## config.mk

```make
export PLATFORM = sky130hd
export DESIGN_NAME = rf_write_arb
export DESIGN_NICKNAME = d
export VERILOG_FILES = /design/src/rtl/rf_write_arb.sv
export SDC_FILE = /design/constraint.sdc
export NUM_CORES = 1
export LEC_CHECK = 0
export BUFFER_PORTS_ARGS = -buffer_cell sky130_fd_sc_hd__buf_2
export CORE_MARGIN = 5
export CORE_UTILIZATION = 43
export DETAILED_ROUTE_END_ITERATION = 10
export GPL_ROUTABILITY_DRIVEN = 0
export GPL_TIMING_DRIVEN = 0
export PLACE_DENSITY = 0.77
export SKIP_LAST_GASP = 1
export SYNTH_ARGS = -nofsm -noshare
export SYNTH_HDL_FRONTEND = slang
export SYNTH_SLANG_ARGS = --single-unit
```

## constraint.sdc

```tcl
create_clock -name Clk -period 1.4 [get_ports Clk]
set_clock_uncertainty 0.1 [all_clocks]
set_input_delay 0.07 -clock Clk [delete_from_list [all_inputs] [get_ports Clk]]
set_output_delay 0.07 -clock Clk [all_outputs]
set_load 0.01 [all_outputs]
```

## src/rtl/rf_write_arb.sv

```systemverilog
// Register-file writeback arbiter: round-robin between ALU and load unit,
// one registered write per cycle, gated by a HALT/RUN FSM.
module rf_write_arb #(
  parameter int W = 8,
  parameter int D = 4
) (
  input  logic         Clk,
  input  logic         Reset,
  input  logic         start,
  input  logic         alu_req,
  input  logic [D-1:0] alu_addr,
  input  logic [W-1:0] alu_data,
  input  logic         alu_zero,
  input  logic         alu_done,
  input  logic         mem_req,
  input  logic [D-1:0] mem_addr,
  input  logic [W-1:0] mem_data,
  output logic         alu_gnt,
  output logic         mem_gnt,
  output logic         WriteEn,
  output logic [D-1:0] Waddr,
  output logic [W-1:0] DataIn,
  output logic         Zero_in,
  output logic         Done_in,
  output logic         running,
  output logic         last_gnt
);

  typedef enum logic {HALT = 1'b0, RUN = 1'b1} state_t;

  state_t state;
  logic   zero_shadow;

  assign running = (state == RUN);

  // last_gnt = 1 means MEM won last, so ALU wins the next contention.
  always_comb begin
    alu_gnt = running && !Reset && alu_req && (!mem_req || last_gnt);
    mem_gnt = running && !Reset && mem_req && (!alu_req || !last_gnt);
  end

  always_ff @(posedge Clk) begin
    if (Reset) begin
      state       <= HALT;
      last_gnt    <= 1'b1;
      zero_shadow <= 1'b0;
      WriteEn     <= 1'b0;
      Waddr       <= '0;
      DataIn      <= '0;
      Zero_in     <= 1'b0;
      Done_in     <= 1'b0;
    end else begin
      case (state)
        HALT: begin
          WriteEn <= 1'b0;
          Waddr   <= '0;
          DataIn  <= '0;
          Zero_in <= 1'b0;
          Done_in <= 1'b0;
          if (start) state <= RUN;
        end
        RUN: begin
          WriteEn <= alu_gnt | mem_gnt;
          if (alu_gnt) begin
            Waddr       <= alu_addr;
            DataIn      <= alu_data;
            Zero_in     <= alu_zero;
            Done_in     <= alu_done;
            zero_shadow <= alu_zero;
            last_gnt    <= 1'b0;
            // Halting write still registers at this edge.
            if (alu_done) state <= HALT;
          end else if (mem_gnt) begin
            Waddr    <= mem_addr;
            DataIn   <= mem_data;
            Zero_in  <= zero_shadow;
            Done_in  <= 1'b0;
            last_gnt <= 1'b1;
          end
        end
        default: state <= HALT;
      endcase
    end
  end

endmodule
```

==> impl_metrics.yaml, run 1 <==
outcome:
  status: "finished, final reports clean"
worst_setup_path:
  arrival_ps: 1470
  crit_fanout: 10
  cp.required_ps: 1500
  crit_path_start_kind: "flop"
  endpoint_kind: "flop"
  path_class: "flop to flop"
synth:
  ys_types: 27
  ys_ff_latch: 18
  synthTopCellsByArea: "dfxtp_1, o2111ai_1, nand3_1"
  netlist.area_leader.share_pct: 39.7
  yosysTopAreaCell: "dfxtp_1"
  syn_nets: 138
  syn-instance-count: 107
  ys_seq_area_share_pct: 39.7
  synthesis.area_sq_um: 908
  yosysWarnings: 0
  syn_avg_cell_area_sq_um: 8.49
drt:
  vias_per_cell: 5.77
  ant_nets: 0
  drt-total-wl_um: 3470
  vias: 1258
  firstDrtPassIters: 5
  drtIter0Drc: 45
  post-route-drc-count: 0
  wire_per_inst_um: 15.9
cts:
  clockRootBuffer: "clkbuf_4"
  cts.sink_count: 18
  htree_levels: 1
  clk_pin_slew_ps: 100
  cts_tree: "yes"
  clock_path_buffers: 2
  worstSkewPairLatency_ps: 300
  cts_made_buffers: 3
power:
  powerDensity_nw_per_um2: 704
  peakVddDrop_uv: 675
  power.internal_uw: 790
  leakagePower_uw: 0.000704
  pwr-share-comb_pct: 27.6
  power_frac_seq_pct: 48.7
  p_sw_share_pct: 28.7
  p_sw_uw: 318
  p_clk_share_pct: 23.7
grt:
  grt_pass1_wl_um: 5550
  antenna_found_initial: 0
  grt_max_degree: 16
  grt_pass1_vias: 1250
  grt_overflow_total: 0
  grtUsageTotal_pct: 21.9
layout:
  final_cell_mix: "buf_2, dlygate4sd3_1, dfxtp_1, nand3_1, buf_4"
  seqCellArea_sq_um: 368
  nets: 224
  fill_cells: 131
  final_cells: 218
  final_common_cell: "buf_2"
  synthToLayoutAreaGrowth_pct: 73.4
  antenna_cells: 0
  drive_gt1_share_pct: 41.9
  multi_input_area_sq_um: 488
timing:
  fin_crit_sh_pct: 97.5
  hold_viol: 0
  fmaxAchievable_mhz: 733
  period_minus_slack_ps: 1360
  post-route-worst-setup-slack_ps: 35.6
  slew_headroom_pct: 53.7
  rsz0062_at_grt: "true"
  setup_viol: 0
  drv_slew: 0
  worst-slew-pin-transition_ps: 693
floorplanning:
  start_util_pct: 45.8
  rows: 16
  die_y_um: 56.0
  io_pins: 50
  die-area_sq_um: 3130
  die_w_um: 56.0
  fp.coreArea_sq_um: 1980
placed_design:
  hpwl_um: 2030
  port_buffers: 49
  place_ws_ps: 33.4
  dp_cells: 183
flow_run:
  maxCapViolations: 0
min_path:
  holdCritPathClass: "input port to flop"
[power by group through the flow]
stage,Clock (uW),Combinational (uW),Sequential (uW)
floorplan,0,104,563
global placement,0,199,554
detailed placement,0,203,556
CTS,265,283,539
global route,280,329,542
finish,263,306,540
[cell families after synthesis]
kind of cell           Yosys count  share of synthesized area [%]
AND/OR/NAND/NOR                 41                           24.2
AO/OA/AOI/OAI                   33                           25.8
flip-flops                      18                           39.7
buffers and inverters           15                           10.3
[layout make-up]
type	count	area share (%)
buffer	9	3.97
clock buffer	3	1.43
tap	27	2.14
sequential	18	23.4
inverter	2	0.477
timing repair buffer	85	37.6
multi-input combinational	74	31.0
[worst max-delay path, cell delays in order (launching register included)]
cell and delay [ps]:
dfxtp_4 360, buf_4 150, nand2b_4 140, buf_6 130, buf_8 130, a32oi_2 200, nor2_1 60
[flip-flops by register name (all words and copies together) (netlist names)]
register / count
Done_in: 1
Waddr: 4
WriteEn: 1
running: 1
zero_shadow: 1
Zero_in: 1
DataIn: 8
last_gnt: 1
[worst paths after layout]
path | depth (start not counted) | to | from | slack [ps]
max | 6 | Done_in | last_gnt | 40
min | 3 | Waddr[1] | mem_addr[1] | 8
max reg2reg | 6 | Done_in | last_gnt | 40
min reg2reg | 2 | zero_shadow | zero_shadow | 380
[routing by layer]
layer	GRT usage, %	up-vias	part of all wire, %
li1	-	587	-
met1	24.5	575	39
met2	37.4	76	50
met3	5.34	20	7.7
met4	12.5	0	3.9
met5	0	-	0
[Yosys cell counts]
master	number
o21bai_1	1
buf_8	1
nand2_1	1
and2b_1	1
and2b_4	1
o31ai_1	1
o21ai_0	1
nand4_1	9
or2_1	2
inv_1	1
dfxtp_1	18
nor2_1	9
inv_2	1
and4_1	1
nand2b_1	2
a31oi_1	9
buf_2	6
o21ai_1	4
o2111ai_1	8
buf_6	1
nor3_1	2
buf_4	3
a32oi_1	1
nand3_1	13
clkbuf_1	2
a311oi_1	5
a21oi_1	3
[metrics by stage]
| step | hold slack [ps] | utilization, % | TNS (ps) | total power, uW | area, sq um |
|---|---|---|---|---|---|
| 2_1_floorplan | 69.9 | - | 0 | 667 | 908 |
| 3_3_place_gp | 209 | 59.9 | 0 | 754 | 1190 |
| 3_5_place_dp | 207 | 59.9 | 0 | 759 | 1190 |
| 4_1_cts | 0.614 | 77.1 | -2.71 | 1090 | 1530 |
| 5_1_grt | 35.8 | 79.5 | -24.2 | 1150 | 1580 |
| 6_report | 7.80 | 79.5 | 0 | 1110 | 1580 |
[repair_timing]
action	in CTS	in global routing
hold buffers	26	0
buffers inserted	7	3
endpoints found under the hold margin	17	0
pin swaps	0	3
endpoints found under the setup margin	2	16
gates resized for setup	7	9
Power figures use the tool's default switching activity.
==> run 2, diff against run 1 <==
--- a/config.mk
+++ b/config.mk
@@ -7,11 +7,12 @@
 export LEC_CHECK = 0
 export BUFFER_PORTS_ARGS = -buffer_cell sky130_fd_sc_hd__buf_2
 export CORE_MARGIN = 5
-export CORE_UTILIZATION = 43
+export CORE_UTILIZATION = 45
+export CTS_BUF_LIST = sky130_fd_sc_hd__clkbuf_4 sky130_fd_sc_hd__clkbuf_8
 export DETAILED_ROUTE_END_ITERATION = 10
 export GPL_ROUTABILITY_DRIVEN = 0
 export GPL_TIMING_DRIVEN = 0
-export PLACE_DENSITY = 0.77
+export PLACE_DENSITY = 0.8
 export SKIP_LAST_GASP = 1
 export SYNTH_ARGS = -nofsm -noshare
 export SYNTH_HDL_FRONTEND = slang
==> run 2 against run 1 <==
Net effect:
- total power decreased by 1.1%
- final area fell by 3.3%
- hold slack worse by 8.7 ps
- die area down 3.6%
- core utilization down 1.0 points
- non-clock buffer count fell by 2
- final cell count decreased by 0.92%
- the flow now finishes with violations (negative hold slack)
- largest cell class unchanged
- largest power group unchanged
==> impl_metrics.yaml, run 2 (synthesis gave the netlist of run 1 again) <==
outcome:
  status: "finished with violations"
  violations: "negative hold slack"
power:
  powerDensity_nw_per_um2: 719
  p_clk_share_pct: 24.2
  pwr-share-comb_pct: 26.5
  leakagePower_uw: 0.000670
  p_sw_uw: 314
  p_sw_share_pct: 28.7
  peakVddDrop_uv: 713
  power.internal_uw: 782
  power_frac_seq_pct: 49.3
placed_design:
  hpwl_um: 2040
  port_buffers: 49
  place_ws_ps: 59.0
floorplanning:
  start_util_pct: 46.8
  fp.coreArea_sq_um: 1940
  die-area_sq_um: 3020
  io_pins: 50
  rows: 16
  die_w_um: 54.9
  die_y_um: 54.9
drt:
  post-route-drc-count: 0
  drt-total-wl_um: 3370
  wire_per_inst_um: 15.6
  ant_nets: 0
  firstDrtPassIters: 4
  drtIter0Drc: 55
  vias_per_cell: 5.61
  vias: 1212
cts:
  cts_tree: "yes"
  clockRootBuffer: "clkbuf_4"
  cts.sink_count: 18
  clock_path_buffers: 2
  worstSkewPairLatency_ps: 300
  clk_pin_slew_ps: 100
  cts_made_buffers: 3
  htree_levels: 1
layout:
  nets: 222
  final_cell_mix: "buf_2, dlygate4sd3_1, dfxtp_1, nand3_1"
  largest_registers: "DataIn: 8 flops, Waddr: 4 flops"
  fill_cells: 141
  largest_reg_flops: 8
  final_common_cell: "buf_2"
  drive_gt1_share_pct: 40.2
  synthToLayoutAreaGrowth_pct: 67.8
  top_register: "DataIn"
  antenna_cells: 0
  utilization_pct: 78.5
timing:
  fmaxAchievable_mhz: 737
  slew_headroom_pct: 54.3
  rsz0062_at_grt: "true"
  fin_crit_sh_pct: 96.9
  timing.hold.ws_ps: -0.878
  hold_viol: 1
  setup_viol: 0
  post-route-worst-setup-slack_ps: 43.1
  period_minus_slack_ps: 1360
  worst-slew-pin-transition_ps: 684
  drv_slew: 0
worst_setup_path:
  crit_path_start_kind: "flop"
  cp.required_ps: 1500
  crit_fanout: 10
  arrival_ps: 1450
  path_cells: "buf_4, nand2b_1, buf_6, buf_8, a32oi_1, nor2_1"
  crit_path_max_incr_delay_ps: 330
  critPathSlowestCell: "dfxtp_2"
  path_class: "flop to flop"
  endpoint_kind: "flop"
grt:
  grt_max_degree: 16
  grt_overflow_total: 0
  grt_pass1_wl_um: 5200
  grt_pass1_vias: 1195
  grtUsageTotal_pct: 23.7
  antenna_found_initial: 0
min_path:
  holdCritPathClass: "input port to flop"
flow_run:
  maxCapViolations: 0
## run 2: power groups by stage
| stage | clock, uW | combinational (uW) | sequential (uW) |
|---|---|---|---|
| final | 265 | 291 | 540 |
| after global routing | 290 | 314 | 542 |
| after CTS | 263 | 278 | 540 |
| after detailed placement | 0 | 203 | 555 |
| after global placement | 0 | 199 | 554 |
| after floorplan | 0 | 104 | 563 |
## run 2: final timing paths
path / cells after the start / endpoint / slack [ps] / from
worst min-delay path: 3 / Waddr[3] / -0.9 / mem_addr[3]
worst max-delay path: 6 / Done_in / 40 / last_gnt
worst min register to register: 2 / DataIn[5] / 380 / DataIn[5]
worst max register to register: 6 / Done_in / 40 / last_gnt
## run 2: through the flow
step | setup TNS (ps) | cells | power (uW) | hold slack [ps] | area [sq um]
finish | 0 | 216 | 1100 | -0.878 | 1520
global route | -11.1 | 216 | 1150 | 18.5 | 1520
CTS | 0 | 217 | 1080 | 3.19 | 1510
detailed placement | 0 | 183 | 758 | 213 | 1190
global placement | 0 | 183 | 753 | 214 | 1190
floorplan | 0 | 107 | 667 | 69.9 | 908
## run 2: layer usage
| metal | vias to the layer above | GRT usage (%) | wire, um |
|---|---|---|---|
| met5 | - | 0 | 0 |
| met4 | 0 | 6.07 | 35 |
| met3 | 6 | 6.97 | 296 |
| met2 | 66 | 41.5 | 1680 |
| met1 | 555 | 28.1 | 1360 |
| li1 | 585 | - | - |
## run 2: critical path, delay by kind of cell (launching register included)
kind | cells | cell delay, ps
flops | 1 | 330
simple gates | 2 | 220
compound gates | 1 | 180
buf+inv | 3 | 410
## run 2: timing repair
action | in CTS | in global routing
gates cloned | 0 | 0
endpoints found under the setup margin | 2 | 12
hold buffers | 26 | 0
resized for setup | 4 | 8
buffers inserted | 8 | 0
endpoints found under the hold margin | 17 | 0
pin swaps | 0 | 4
## run 2: final cells by class
type                       instances  area [sq um]  share of cell area (%)
timing repair buffer              83           566                    37.1
multi-input combinational         74           467                    30.6
sequential                        18           365                    24.0
buffer                             9          62.6                    4.11
tap                               27          33.8                    2.22
clock buffer                       3          22.5                    1.48
inverter                           2          7.51                   0.493
